$ cat src/rtl/pong_game_ctrl_if.sv
// Pong game-flow controller signal bundle.
// The graph unit and buttons drive it; the text/rgb mux reads game status from it.
interface pong_game_ctrl_if #(
    parameter int BALL_W = 4,
    parameter int DIGITS = 2
);
    logic                  frame_tick;
    logic [1:0]            btn;
    logic                  pause_btn;
    logic                  hit;
    logic                  miss;
    logic                  gra_still;
    logic [2:0]            state;
    logic [BALL_W-1:0]     balls;
    logic [4*DIGITS-1:0]   score;
    logic [4*DIGITS-1:0]   hi_score;
    logic                  new_hi;

    modport slave (
        input  frame_tick, btn, pause_btn, hit, miss,
        output gra_still, state, balls, score, hi_score, new_hi
    );

    modport master (
        output frame_tick, btn, pause_btn, hit, miss,
        input  gra_still, state, balls, score, hi_score, new_hi
    );
endinterface

$ cat src/rtl/pong_game_ctrl.sv
// Pong game-flow FSMD: state, balls left, saturating BCD score,
// frame wait timer, pause toggle and high-score tracking.
module pong_game_ctrl #(
    parameter int BALLS       = 3,
    parameter int BALL_W      = 4,
    parameter int DIGITS      = 2,
    parameter int WAIT_FRAMES = 120,
    parameter int OVER_FRAMES = 120,
    parameter int TIMER_W     = 8
) (
    input  logic                  clk,
    input  logic                  reset,
    pong_game_ctrl_if.slave       g
);

    typedef enum logic [2:0] {
        S_NEWGAME = 3'd0,
        S_PLAY    = 3'd1,
        S_NEWBALL = 3'd2,
        S_OVER    = 3'd3,
        S_PAUSE   = 3'd4
    } state_t;

    localparam int SW = 4 * DIGITS;

    localparam logic [BALL_W-1:0]  BALLS_V = BALL_W'(BALLS);
    localparam logic [BALL_W-1:0]  BALLS_M1 = BALL_W'(BALLS - 1);
    localparam logic [TIMER_W-1:0] WAIT_V = TIMER_W'(WAIT_FRAMES);
    localparam logic [TIMER_W-1:0] OVER_V = TIMER_W'(OVER_FRAMES);
    localparam logic [SW-1:0]      ALL9 = {DIGITS{4'h9}};

    state_t              state_q, state_d;
    logic [BALL_W-1:0]   balls_q, balls_d;
    logic [SW-1:0]       score_q, score_d;
    logic [SW-1:0]       hi_q, hi_d;
    logic                new_hi_q, new_hi_d;
    logic [TIMER_W-1:0]  timer_q, timer_d;
    logic                pause_q, pause_d;

    logic                pause_edge;
    logic                btn_any;
    logic                timer_zero;
    logic [SW-1:0]       score_inc;
    logic                score_gt_hi;

    // Ripple-carry BCD increment that sticks at all-9s instead of wrapping.
    function automatic logic [SW-1:0] bcd_inc(input logic [SW-1:0] v);
        logic [SW-1:0] r;
        logic          c;
        r = v;
        c = 1'b1;
        if (v != ALL9) begin
            for (int i = 0; i < DIGITS; i++) begin
                if (c) begin
                    if (v[4*i +: 4] >= 4'd9) begin
                        r[4*i +: 4] = 4'd0;
                    end else begin
                        r[4*i +: 4] = v[4*i +: 4] + 4'd1;
                        c = 1'b0;
                    end
                end
            end
        end
        return r;
    endfunction

    // Digit-wise compare, most-significant digit decides first.
    function automatic logic bcd_gt(
        input logic [SW-1:0] a,
        input logic [SW-1:0] b
    );
        logic gt;
        logic done;
        gt   = 1'b0;
        done = 1'b0;
        for (int i = DIGITS - 1; i >= 0; i--) begin
            if (!done) begin
                if (a[4*i +: 4] > b[4*i +: 4]) begin
                    gt   = 1'b1;
                    done = 1'b1;
                end else if (a[4*i +: 4] < b[4*i +: 4]) begin
                    done = 1'b1;
                end
            end
        end
        return gt;
    endfunction

    assign pause_edge  = g.pause_btn & ~pause_q;
    assign btn_any     = |g.btn;
    assign timer_zero  = (timer_q == '0);
    assign score_inc   = bcd_inc(score_q);
    assign score_gt_hi = bcd_gt(score_q, hi_q);

    always_ff @(posedge clk or posedge reset) begin
        if (reset) begin
            state_q  <= S_NEWGAME;
            balls_q  <= BALLS_V;
            score_q  <= '0;
            hi_q     <= '0;
            new_hi_q <= 1'b0;
            timer_q  <= '0;
            pause_q  <= 1'b0;
        end else begin
            state_q  <= state_d;
            balls_q  <= balls_d;
            score_q  <= score_d;
            hi_q     <= hi_d;
            new_hi_q <= new_hi_d;
            timer_q  <= timer_d;
            pause_q  <= pause_d;
        end
    end

    always_comb begin
        state_d  = state_q;
        balls_d  = balls_q;
        score_d  = score_q;
        hi_d     = hi_q;
        new_hi_d = new_hi_q;
        pause_d  = g.pause_btn;
        timer_d  = timer_q;

        if (g.frame_tick && !timer_zero) begin
            timer_d = timer_q - 1'b1;
        end

        unique case (state_q)
            S_NEWGAME: begin
                score_d = '0;
                balls_d = BALLS_V;
                if (btn_any) begin
                    state_d  = S_PLAY;
                    balls_d  = BALLS_M1;
                    new_hi_d = 1'b0;
                end
            end
            S_PLAY: begin
                if (g.hit) begin
                    score_d = score_inc;
                end
                // A lost ball outranks a pause request in the same cycle.
                if (g.miss) begin
                    if (balls_q == '0) begin
                        state_d = S_OVER;
                        timer_d = OVER_V;
                    end else begin
                        state_d = S_NEWBALL;
                        balls_d = balls_q - 1'b1;
                        timer_d = WAIT_V;
                    end
                end else if (pause_edge) begin
                    state_d = S_PAUSE;
                end
            end
            S_NEWBALL: begin
                if (timer_zero && btn_any) begin
                    state_d = S_PLAY;
                end
            end
            S_OVER: begin
                if (score_gt_hi) begin
                    hi_d     = score_q;
                    new_hi_d = 1'b1;
                end
                if (timer_zero) begin
                    state_d = S_NEWGAME;
                end
            end
            S_PAUSE: begin
                if (pause_edge) begin
                    state_d = S_PLAY;
                end
            end
            default: begin
                state_d = S_NEWGAME;
            end
        endcase
    end

    assign g.gra_still = (state_q != S_PLAY);
    assign g.state     = state_q;
    assign g.balls     = balls_q;
    assign g.score     = score_q;
    assign g.hi_score  = hi_q;
    assign g.new_hi    = new_hi_q;

endmodule

$ cat src/flat_wrapper.sv
// flat-port wrapper written by rule: the top's interface ports become plain ports
module pong_game_ctrl_flat 
#(
    parameter int BALLS       = 3,
    parameter int BALL_W      = 4,
    parameter int DIGITS      = 2,
    parameter int WAIT_FRAMES = 120,
    parameter int OVER_FRAMES = 120,
    parameter int TIMER_W     = 8
)
  (clk, reset, g_frame_tick, g_btn, g_pause_btn, g_hit, g_miss, g_gra_still, g_state, g_balls, g_score, g_hi_score, g_new_hi);
  pong_game_ctrl_if #(.BALL_W(BALL_W), .DIGITS(DIGITS)) g_i ();
  input  logic clk;
  input  logic reset;
  input wire logic [$bits(g_i.frame_tick)-1:0] g_frame_tick;
  input wire logic [$bits(g_i.btn)-1:0] g_btn;
  input wire logic [$bits(g_i.pause_btn)-1:0] g_pause_btn;
  input wire logic [$bits(g_i.hit)-1:0] g_hit;
  input wire logic [$bits(g_i.miss)-1:0] g_miss;
  output wire logic [$bits(g_i.gra_still)-1:0] g_gra_still;
  output wire logic [$bits(g_i.state)-1:0] g_state;
  output wire logic [$bits(g_i.balls)-1:0] g_balls;
  output wire logic [$bits(g_i.score)-1:0] g_score;
  output wire logic [$bits(g_i.hi_score)-1:0] g_hi_score;
  output wire logic [$bits(g_i.new_hi)-1:0] g_new_hi;
  assign g_i.frame_tick = g_frame_tick;
  assign g_i.btn = g_btn;
  assign g_i.pause_btn = g_pause_btn;
  assign g_i.hit = g_hit;
  assign g_i.miss = g_miss;
  assign g_gra_still = g_i.gra_still;
  assign g_state = g_i.state;
  assign g_balls = g_i.balls;
  assign g_score = g_i.score;
  assign g_hi_score = g_i.hi_score;
  assign g_new_hi = g_i.new_hi;
  pong_game_ctrl #(.BALLS(BALLS), .BALL_W(BALL_W), .DIGITS(DIGITS), .WAIT_FRAMES(WAIT_FRAMES), .OVER_FRAMES(OVER_FRAMES), .TIMER_W(TIMER_W)) u_core (.clk(clk), .reset(reset), .g(g_i));
endmodule
$ cat config.mk
export PLATFORM = sky130hd
export DESIGN_NAME = pong_game_ctrl_flat
export DESIGN_NICKNAME = d
export VERILOG_FILES = /design/src/rtl/pong_game_ctrl_if.sv /design/src/rtl/pong_game_ctrl.sv /design/src/flat_wrapper.sv
export SDC_FILE = /design/constraint.sdc
export NUM_CORES = 1
export LEC_CHECK = 0
export BUFFER_PORTS_ARGS = -buffer_cell sky130_fd_sc_hd__buf_2
export CAP_MARGIN = 10
export CORE_MARGIN = 2
export CORE_UTILIZATION = 39
export CTS_CLUSTER_DIAMETER = 120
export DETAILED_ROUTE_END_ITERATION = 7
export GPL_ROUTABILITY_DRIVEN = 0
export SKIP_CTS_REPAIR_TIMING = 1
export SLEW_MARGIN = 20
export SYNTH_ARGS = -nofsm -noshare
export SYNTH_HDL_FRONTEND = slang
export SYNTH_SLANG_ARGS = --single-unit
$ cat constraint.sdc
create_clock -name clk -period 1.8 [get_ports clk]
set_clock_uncertainty 0.05 [all_clocks]
set_input_delay 0.36 -clock clk [delete_from_list [all_inputs] [get_ports clk]]
set_output_delay 0.36 -clock clk [all_outputs]
set_load 0.03 [all_outputs]
==> reports/results.txt <==
status = finished, violations left
failing checks = setup timing
DRT antenna net count = 0
WP data required = 1920 ps
CTS H-tree lvls = 2
min-delay worst type = input pin to asynchronous set/reset pin
Die Y-Extent = 75.09 microns
Lkg Pwr = 1.422 nW
Peak VDD IR = 0.0009788 V
Sum Neg Setup Slack = -1877 ps
Unique masters post-synth = 45
first-pass GRT wire length = 7507 microns
Synth Area in Adders = 10.79%
Yosys reg bits = 33
Critical Path Start = u_core.g.hi_score[1]
Slew headroom = 71.31%
Final Non-Filler Cells = 346
kind of critical path = flop to flop
pwr dens = 1475 nW/um^2
Final Setup Violations = 16
clk root buf = clkbuf_8
Avg Cell Area, Syn = 10.26 sq um
worst-margin pin slew = 430.4 ps
sequential area share after synthesis = 42.03%
final global-route overflow total = 0
clock slew at reported path FFs = 80 ps
FF-to-FF End = u_core.g.hi_score[2]
die area = 5638 sq um
Worst Path Arrival = 2120 ps
Tmin final = 2005 ps
largest family of logic cells by synthesized area = simple AND/OR/NAND/NOR gates
most used cells in the layout excluding fill and tap cells = 43 x buf_4, 31 x buf_2, 24 x dfrtp_1
fin nets = 303
vias per cell = 4.841
Synth Flop Type = dfrtp_1
Initial Utilization = 41.18%
share of cells above drive strength 1 = 48.39%
Setup crit end = u_core.g.hi_score[2]
Cells after DPL = 326
Rows = 25
max_cap viols = 0
critical-path maximum fanout = 3
I/O Pins = 33
Detailed Route Iter0 Violations = 89
gate count of the mapped netlist = 192
reg2reg setup slack = -200 ps
largest net degree at the start of global routing = 34
clock buffer depth = 2
slowest CP cell = dfrtp_2
CORE AREA = 4786 sq um
RSZ-0062 raised after global routing = true
vias in the first global route = 1,544
Startpoint Class = flop
reg-to-reg startpoint = u_core.g.hi_score[1]
CP max stage delay = 410 ps
count of final max-slew check failures = 0
die width = 75.09 microns
Simple-Gate Fraction of Synth Area = 19.30%
dpl ws = -230.0 ps
Syn Nets = 217
Diodes inserted = 0
worst r2r path cells = 8
CTS tree = yes
Setup crit end kind = flop
Sink Count = 33
cells along the critical path = inv_2 > ha_4 > nor2b_1 > o2111ai_1 > nand3_1 > o2111ai_4 > buf_4 > mux2_4
synth warn = 0
Routed wire per std cell = 14.02 microns
final hold violation count = 0
DRT Wirelength = 4850 microns
most common cell after layout, fill and taps aside = buf_4
initial antenna violation count = 0
Overall Global Routing Usage = 17.91%
Mapped Area = 1971 sq um
Post-synth EDFFs = 0
DRC viols = 0
worst-skew pair later-pin latency = 290 ps
drt first pass iters = 4
Port Buffers = 32
fraction of registers with async set/reset = 100.0%
hpwl dp = 3475 microns
period utilization = 111.4%
Post-Synth XOR/XNOR Area = 4.000%
DR vias = 1,675
area delta synth->final = 44.13%
Compound-Gate Fraction of Synth Area = 13.71%
multiplexer share of the synthesized area = 4.889%
Final WS setup = -204.7 ps
Max Freq = 498.8 MHz
CTS Buf Count = 5
## worst max-delay path, delay by kind of cell (launching register included)
kind                     cells  cell delay (ps)
AO/OA/AOI/OAI                2              430
adder cells (fa/ha/maj)      1              190
buffers and inverters        2              250
flip-flops                   1              410
multiplexers                 1              290
AND/OR/NAND/NOR              2              270
## synth_stat cells, types with 4 or more instances
| cell | number | share of area (%) |
|---|---|---|
| a21oi_1 | 11 | 2.8 |
| nor2_1 | 15 | 2.9 |
| nand2_1 | 13 | 2.5 |
| dfrtp_1 | 31 | 39 |
| inv_1 | 22 | 4.2 |
| nor3_1 | 4 | 1.0 |
| mux2i_1 | 4 | 2.0 |
| nand3_1 | 8 | 2.0 |
| ha_1 | 17 | 11 |
| mux2_2 | 5 | 2.9 |
| a21o_1 | 4 | 1.5 |
| o21ai_0 | 7 | 1.8 |
| xor2_1 | 6 | 2.7 |
## sequential cells by signal (all words and copies together) (netlist names)
| name | count |
|---|---|
| u_core.g.score | 8 |
| u_core.g.balls | 4 |
| u_core.timer_q | 8 |
| u_core.g.state | 3 |
| u_core.pause_q | 1 |
| u_core.g.hi_score | 8 |
| u_core.g.new_hi | 1 |
## logic make-up after synthesis
kind of cell / Yosys count
flip-flops: 33
AND/OR/NAND/NOR: 63
adder cells (fa/ha/maj): 17
AO/OA/AOI/OAI: 36
buffers and inverters: 25
multiplexers: 9
XOR/XNOR: 9
## cell type report
type	instances	area, sq um
Clock buffer	5	68.82
Clock inverter	3	17.52
Fill cell	423	1946
Inverter	22	87.58
Multi-Input combinational cell	134	1175
Sequential cell	33	837.1
Tap cell	67	83.83
Timing Repair Buffer	82	570.5
## power breakdown
| group | switching, W | total [W] | internal, W |
|---|---|---|---|
| logic | 0.00127 | 0.00247 | 0.00119 |
| registers | 0.000210 | 0.00117 | 0.000958 |
| clock network | 0.000289 | 0.000556 | 0.000267 |
| total | 0.00177 | 0.00419 | 0.00242 |
## how the worst min path moves through the flow
stage          cells after the start              endpoint         from
2_1_floorplan                      0        u_core.pause_q  g_pause_btn
3_3_place_gp                       3  u_core.g.hi_score[7]        reset
3_5_place_dp                       3  u_core.g.hi_score[7]        reset
4_1_cts                            3  u_core.g.hi_score[4]        reset
5_1_grt                            3  u_core.g.hi_score[4]        reset
6_report                           3  u_core.g.hi_score[4]        reset
## through the flow
| step | power [W] | instance area (sq um) | hold slack [ps] | utilization (%) |
|---|---|---|---|---|
| 6_report | 0.004190 | 2840 | 100.1 | 59.35 |
| 3_5_place_dp | 0.003287 | 2544 | 427.6 | 53.15 |
| 5_1_grt | 0.004496 | 2840 | 148.5 | 59.35 |
| 3_3_place_gp | 0.003241 | 2544 | 425.9 | 53.15 |
| 2_1_floorplan | 0.002533 | 2036 | 341.4 | - |
| 4_1_cts | 0.003855 | 2630 | 114.4 | 54.95 |
## layer usage
layer / part of all wire (%) / track usage [%] / vias up
met5: 0 / 0 / -
met4: 0.87 / 5.357 / 0
met3: 3.1 / 3.614 / 4
met2: 48 / 27.39 / 30
met1: 48 / 25.67 / 791
li1: - / - / 850
Note: power is estimated with default switching activity, not from simulation.
